**src/rtl/mux_port_arbiter.sv**
```systemverilog
// Round-robin owner arbiter for the ALU's shared 4:1 operand/result mux, with a bounded hold time.
// Registered outputs: a request level seen at an edge drives gnt_o/sel_o/busy_o from that edge on.
module mux_port_arbiter #(
  parameter int HOLD_MAX = 8,
  parameter int CNT_W    = 4
) (
  input  logic       clk,
  input  logic       rst,
  input  logic [3:0] req_i,
  output logic [3:0] gnt_o,
  output logic [1:0] sel_o,
  output logic       busy_o
);

  typedef enum logic {IDLE, GRANT} state_t;

  localparam logic [CNT_W-1:0] HOLD_LAST = (HOLD_MAX == 0) ? '0 : CNT_W'(HOLD_MAX - 1);

  state_t           state_q, state_d;
  logic [3:0]       gnt_q, gnt_d;
  logic [1:0]       sel_q, sel_d;
  logic [1:0]       last_q, last_d;
  logic [CNT_W-1:0] hold_q, hold_d;
  logic             busy_q, busy_d;

  logic [3:0] others;
  logic       owner_req;
  logic [2:0] pick_idle, pick_next;
  logic       do_grant;
  logic [1:0] win;

  // Returns {found, index} of the first set bit of v searching upward from after+1, wrapping 3->0.
  function automatic logic [2:0] rr_pick(input logic [3:0] v, input logic [1:0] after);
    logic [1:0] idx;
    logic       found;
    rr_pick = '0;
    found   = 1'b0;
    idx     = '0;
    for (int i = 1; i < 5; i++) begin
      idx = after + 2'(i);
      if (!found && v[idx]) begin
        found   = 1'b1;
        rr_pick = {1'b1, idx};
      end
    end
  endfunction

  assign others    = req_i & ~gnt_q;
  assign owner_req = |(req_i & gnt_q);
  assign pick_idle = rr_pick(req_i, last_q);
  // In GRANT the owner is always last_q, so searching others after last_q is "next after owner".
  assign pick_next = rr_pick(others, last_q);

  always_comb begin
    state_d  = state_q;
    gnt_d    = gnt_q;
    sel_d    = sel_q;
    last_d   = last_q;
    hold_d   = hold_q;
    do_grant = 1'b0;
    win      = '0;

    case (state_q)
      IDLE: begin
        gnt_d = '0;
        if (pick_idle[2]) begin
          do_grant = 1'b1;
          win      = pick_idle[1:0];
        end
      end
      GRANT: begin
        if (!owner_req) begin
          if (pick_next[2]) begin
            do_grant = 1'b1;
            win      = pick_next[1:0];
          end else begin
            state_d = IDLE;
            gnt_d   = '0;
            hold_d  = '0;
          end
        end else if ((HOLD_MAX != 0) && (hold_q == HOLD_LAST) && (others != 4'b0000)) begin
          do_grant = 1'b1;
          win      = pick_next[1:0];
        end else if (others != 4'b0000) begin
          if (hold_q != HOLD_LAST) begin
            hold_d = hold_q + 1'b1;
          end
        end else begin
          hold_d = '0;
        end
      end
      default: begin
        state_d = IDLE;
        gnt_d   = '0;
      end
    endcase

    if (do_grant) begin
      state_d = GRANT;
      gnt_d   = 4'b0001 << win;
      sel_d   = win;
      last_d  = win;
      hold_d  = '0;
    end

    busy_d = |gnt_d;
  end

  always_ff @(posedge clk or posedge rst) begin
    if (rst) begin
      state_q <= IDLE;
      gnt_q   <= '0;
      sel_q   <= 2'b00;
      last_q  <= 2'd3;
      hold_q  <= '0;
      busy_q  <= 1'b0;
    end else begin
      state_q <= state_d;
      gnt_q   <= gnt_d;
      sel_q   <= sel_d;
      last_q  <= last_d;
      hold_q  <= hold_d;
      busy_q  <= busy_d;
    end
  end

  assign gnt_o  = gnt_q;
  assign sel_o  = sel_q;
  assign busy_o = busy_q;

endmodule

```
**config.mk**
```make
export PLATFORM = sky130hd
export DESIGN_NAME = mux_port_arbiter
export DESIGN_NICKNAME = d
export VERILOG_FILES = /design/src/rtl/mux_port_arbiter.sv
export SDC_FILE = /design/constraint.sdc
export NUM_CORES = 1
export LEC_CHECK = 0
export BUFFER_PORTS_ARGS = -buffer_cell sky130_fd_sc_hd__buf_2
export CAP_MARGIN = 30
export CORE_MARGIN = 4
export CORE_UTILIZATION = 45
export CTS_CLUSTER_SIZE = 16
export DETAILED_ROUTE_END_ITERATION = 8
export PLACE_DENSITY = 0.72
export REMOVE_ABC_BUFFERS = 1
export SYNTH_ARGS = -nofsm -noshare
export SYNTH_HDL_FRONTEND = slang
export SYNTH_SLANG_ARGS = --single-unit
```
**constraint.sdc**
```tcl
create_clock -name clk -period 2.4 [get_ports clk]
set_input_delay 0.12 -clock clk [delete_from_list [all_inputs] [get_ports clk]]
set_output_delay 0.12 -clock clk [all_outputs]
set_load 0.01 [all_outputs]
```
==> Word-level counts from Yosys, hierarchy flattened <==
Cells that the tools add are included.
W data, S select, Z words.
{ "totals": {"reg_bits": 14} }
{ "op_classes": {"n_reduce_logical": 18, "mux": 54, "n_shift": 1, "n_bitwise": 4, "n_lt_le_gt_ge": 4, "add_sub_neg": 4, "eq_ne": 5} }
{ "ops": {"columns": ["operator", "n"], "rows": [
  ["$mux W4", 10],
  ["$mux W3", 8],
  ["$mux W1", 21],
  ["$bmux W1 S2", 8],
  ["$lt A2 B3 Y1 const B", 4],
  ["$and A4 B4 Y4", 2],
  ["$mux W2", 4],
  ["$ne A4 B3 Y1 const B", 2],
  ["$pmux W4 S2", 1],
  ["$reduce_or A4 Y1", 2],
  ["$logic_and A1 B1 Y1", 7],
  ["$logic_not A1 Y1", 6],
  ["$add A2 B2 Y2 const B", 2],
  ["$add A4 B1 Y4 const B", 1],
  ["$eq A4 B3 Y1 const B", 1],
  ["$not A4 Y4", 1],
  ["$pmux W2 S2", 1],
  ["$reduce_and A4 Y1", 1],
  ["$reduce_bool A4 Y1", 1],
  ["$shl A1 B2 Y4 const A", 1],
  ["$ne A3 B2 Y1 const B", 1],
  ["$ne A3 B3 Y1 const B", 1],
  ["$add A2 B1 Y2 const B", 1],
  ["$pmux W1 S2", 1],
  ["other kinds (2)", 2]
]} }

==> Depth between registers and ports, before layout <==
{ "depth": {"depth_word": 20, "depth_mapped": 6, "mapped_depth_nobuf": 6} }

==> Least setup slack after synthesis <==
Ideal clock, no wire load.
{ "synth_timing": {"kind": "register -> register", "start": "register gnt_q[2], in the netlist gnt_o[2]", "end": "register sel_q[1], in the netlist sel_o[1]", "path_stages_with_launch": 5, "path_buffers": 0, "setup_slack_ps": 664, "period_less_slack_ps": 1736, "setup_time_ps": 125, "t_arrival_ps": 1612, "cell_sequence": "dfrtp_1 and2b_1 nor4_4 o22a_1 mux2_2"} }
{ "synth_via": {"elab_chain_len": 17, "elab_cells_between_ends": 35, "classes_between": "mux (23); bitwise (3); reduce/logical (9)"} }
{ "synth_rtl": {"columns": ["element", "line_no", "rtl"], "rows": [
  ["start, declared", "20", "logic [3:0] gnt_q, gnt_d;"],
  ["start signal, assigned", "119", "gnt_q <= gnt_d;"],
  ["$not A4 Y4", "48", "assign others = req_i & ~gnt_q;"],
  ["$and A4 B4 Y4", "48", null],
  ["$bmux W1 S2", "41", "if (!found && v[idx]) begin"],
  ["$mux W1 (implied by the code)", "41", null],
  ["$mux W1", "41", null],
  ["$logic_not A1 Y1", "41", null],
  ["$logic_and A1 B1 Y1", "41", null],
  ["$mux W1", "41", null],
  ["$logic_not A1 Y1", "41", null],
  ["$logic_and A1 B1 Y1", "41", null],
  ["$mux W1", "41", null],
  ["$logic_not A1 Y1", "41", null],
  ["$logic_and A1 B1 Y1", "41", null],
  ["$mux W3", "41", null],
  ["$mux W2 (tied with other cells)", "73", "if (pick_next[2]) begin"],
  ["$mux W2 or $mux W1 (tied branches)", "72", "if (!owner_req) begin"],
  ["$pmux W2 S2 or $pmux W1 S2 (tied branches)", "63", "case (state_q)"],
  ["end signal, assigned", "120", "sel_q <= sel_d;"],
  ["end, declared", "21", "logic [1:0] sel_q, sel_d;"]
]} }
Parallel ways exist; a longest one is shown, timed or not. The select of a mux whose other input is x is not followed.
A chain may end at the register's enable or synchronous reset.

==> Worst setup path in the final report <==
Ends and elaborated chain as after synthesis.

==> impl_metrics.csv <==
group,metric,value,unit
clock_tree,clkTransAtPathRegs,80,ps
setup_path,slowest_stage,"nor4_4",
sta,worst_pin_slew,531.8,ps
route,wl_per_cell,14.41,µm
sta,max_freq,540.6,MHz
floorplan,core_area,0.001802,mm²
floorplan,ios,13,
setup_path,path_cells,"and2b_1 > nor4_4 > o22a_1 > mux2_2",
setup_path,critPathCaptureType,"flop",
logic_synthesis,synth_top_area_cell,"dfrtp_1",
logic_synthesis,syn_area,893.4,µm²
setup_path,cp.arrival,2030,ps
route,viasPerCell,5.920,
logic_synthesis,yosys_warnings,0,
setup_path,cp.required,2580,ps
clock_tree,htreeDepth,1,
clock_tree,cts-resized-gates,0,
grt,grt_pass1_wl,3.443,mm
flow_run,max_cap_violations,0,
layout,multiInputGateArea,525.5,µm²
power,p_switching,0.0005063,W
logic_synthesis,avgSynthCellArea,9.306,µm²
placement,place_hpwl,1.489,mm
floorplan,die-area,0.002762,mm²
power,ir_worst_vdd,654.1,µV
logic_synthesis,synth_top_area_share,33.61,%
clock_tree,cts_tree,"built",
grt,first_global_vias,773,
layout,fin_util,57.01,%
sta,drv_slew,0,
floorplan,dieWidth,52.56,µm
grt,antenna_found_initial,0,
route,dr.pass1.iters,4,
min_path,hold_path_class,"primary input to flop",
setup_path,path_class,"flop to flop",
outcome,outcome,"completed",
sta,rsz0062_at_grt,"no",
sta,finalCritPeriodShare,77.08,%
power,p_int,0.0007064,W
placement,dp.cells,132,
placement,portBuffers,12,
sta,final.setup.tns,0,ps
route,postRouteAntennaNets,0,
layout,antenna_cells,0,
layout,fillCellCount,170,
route,drtIter0Drc,23,
grt,grt.total_usage,17.06,%
sta,skew,1.486,ps
logic_synthesis,yosys-top-cells-area,"dfrtp_1 34%, dfstp_2 5.9%, nand2_1 5.5%",
floorplan,initial_core_util,49.58,%
grt,grt_max_degree,15,
sta,slew_headroom,64.51,%
layout,nets,120,
min_path,min_path_cells,3,
sta,setup_violations,0,
clock_tree,clkLatencyLatePin,280,ps
grt,grt-ovfl-total,0,
route,wirelength,1.974,mm
layout,synthToLayoutAreaGrowth,14.99,%
setup_path,path_depth,4,
route,drc,0,
logic_synthesis,syn_inst,96,
clock_tree,clock_tree.buffer_depth,2,
logic_synthesis,seq_area_frac_synth,39.50,%
logic_synthesis,ys_types,37,
clock_tree,cts-buffers-inserted,3,
setup_path,reg2reg_depth,4,
power,p_seq_share,35.8,%
power,combPwrFrac,50.1,%
power,power_frac_clock,14.1,%
clock_tree,root_buffer,"clkbuf_4",
power,p_leak,0.4424,nW
logic_synthesis,ys_ff_latch,14,
layout,seqCellArea,352.8,µm²
floorplan,num_rows,15,
layout,post_layout_nonfiller_instances,137,
setup_path,cp_slowest_stage_delay,440,ps
setup_path,critPathBufInv,0,
setup_path,critPathMaxFanout,7,
clock_tree,cts_sinks,14,
floorplan,die_height,52.56,µm
route,via_count,811,
sta,fin_crit,1850,ps
setup_path,start_kind,"flop",
setup_path,crit_family,"simple AND/OR/NAND/NOR gates",
placement,place_congestion,0.8181,
power,power.density,1181,mW/mm²
power,switching_share,41.75,%
layout,drive_gt1_share,23.21,%
sta,finalHoldViolations,0,
kinds of logic after synthesis:
| family | Yosys count | synth area share, % |
|---|---|---|
| AO/OA/AOI/OAI | 31 | 26.19 |
| buffers and inverters | 4 | 1.680 |
| adder cells (fa/ha/maj) | 1 | 1.400 |
| AND/OR/NAND/NOR | 44 | 28.71 |
| multiplexers | 2 | 2.521 |
| flip-flops | 14 | 39.50 |
worst register-to-register path, cell delays in order, from the launching register on:
cell	delay, ps
dfrtp_1	420
and2b_1	260
nor4_4	440
o22a_1	280
mux2_2	350
synthesized netlist by cell type:
library cell and n:
nand2_1 13, dfrtp_1 12, nor2_1 8, o21ai_0 7, a21oi_1 5, and2b_1 4
nand2b_1 4, inv_1 3, nor3b_1 3, o31ai_1 3, a211oi_1 2, a22oi_2 2
dfstp_2 2, mux2_2 2, nand3b_1 2, nor3_1 2, o22a_1 2, a21o_1 1
and2_4 1, and3b_1 1, clkbuf_1 1, ha_1 1, nand3_1 1, nand4b_1 1
nor4_4 1, nor4b_1 1, o211a_1 1, o211ai_1 1, o21ai_2 1, o22ai_1 1
o31a_1 1, o32ai_1 1, o41a_1 1, o41ai_1 1, o41ai_2 1, or2b_1 1
or3_1 1
final cells by class:
type	count	share of cell area, %
multi-input cells	78	51.16
well taps	25	3.045
flip-flops and latches	14	34.35
inverters	3	1.096
clock buffers	4	3.532
repair buffers	13	6.821
timing repair:
action	in CTS	in global routing
hold endpoints to repair	12	0
hold buffers	1	0
setup buffers	0	0
endpoints found under the setup margin	0	0
final timing paths:
| kind | from | end | slack [ps] |
|---|---|---|---|
| worst max register to register | gnt_o[2]$_DFF_PP0_ | sel_o[1]$_DFFE_PP0N_ | 550 |
| worst min register to register | sel_o[0]$_DFFE_PP0N_ | sel_o[0]$_DFFE_PP0N_ | 490 |
| worst max-delay path | gnt_o[2]$_DFF_PP0_ | sel_o[1]$_DFFE_PP0N_ | 550 |
| min in group asynchronous | rst | hold_q[0]$_DFFE_PP0P_ | 400 |
| worst min-delay path | req_i[0] | state_q$_DFF_PP0_ | 120 |
| max in group asynchronous | rst | last_q[0]$_DFFE_PP1N_ | 1630 |
sequential cells by signal (all words and copies together), names as in the netlist:
signal	flops
gnt_o	4
hold_q	4
sel_o	2
busy_o	1
last_q	2
state_q	1
cell usage in the layout, fill, tap and decap left out, types with 2 or more instances in the layout:
cell	n
dfstp_2	2
dfrtp_1	12
a211oi_1	2
a21oi_1	5
o21ai_0	7
nor3b_1	3
o31ai_1	3
buf_2	12
inv_1	3
nand2_1	13
o22a_1	2
clkbuf_4	3
nand3b_1	2
and2b_1	4
nand2b_1	4
mux2_2	2
nor3_1	2
a22oi_2	2
nor2_1	8
through the flow:
step                hold WS (ps)  setup WS, ps  total power (W)  area [µm²]
finish                     123.7         550.2         0.001213        1027
global route               147.5         425.1         0.001309        1027
CTS                        120.9         556.3         0.001213        1027
detailed placement         184.5         571.6         0.001037       980.9
global placement           184.0         625.9         0.001023       980.9
floorplan                  7.788         663.7        0.0008759       889.6
routing by layer:
metal | wire length [µm] | up-vias | track usage, %
li1 | - | 399 | -
met5 | 0 | - | 0
met1 | 937 | 377 | 23.94
met2 | 824 | 30 | 24.17
met4 | 36 | 0 | 7.660
met3 | 176 | 5 | 4.558
power by group through the flow:
stage	combinational [W]	sequential, W	clock, W
floorplan	0.000442	0.000434	0
global placement	0.000594	0.000429	0
detailed placement	0.000602	0.000435	0
CTS	0.000606	0.000431	0.000176
global route	0.000669	0.000449	0.000191
finish	0.000607	0.000435	0.000171
Note: power is estimated with default switching activity, not from simulation.
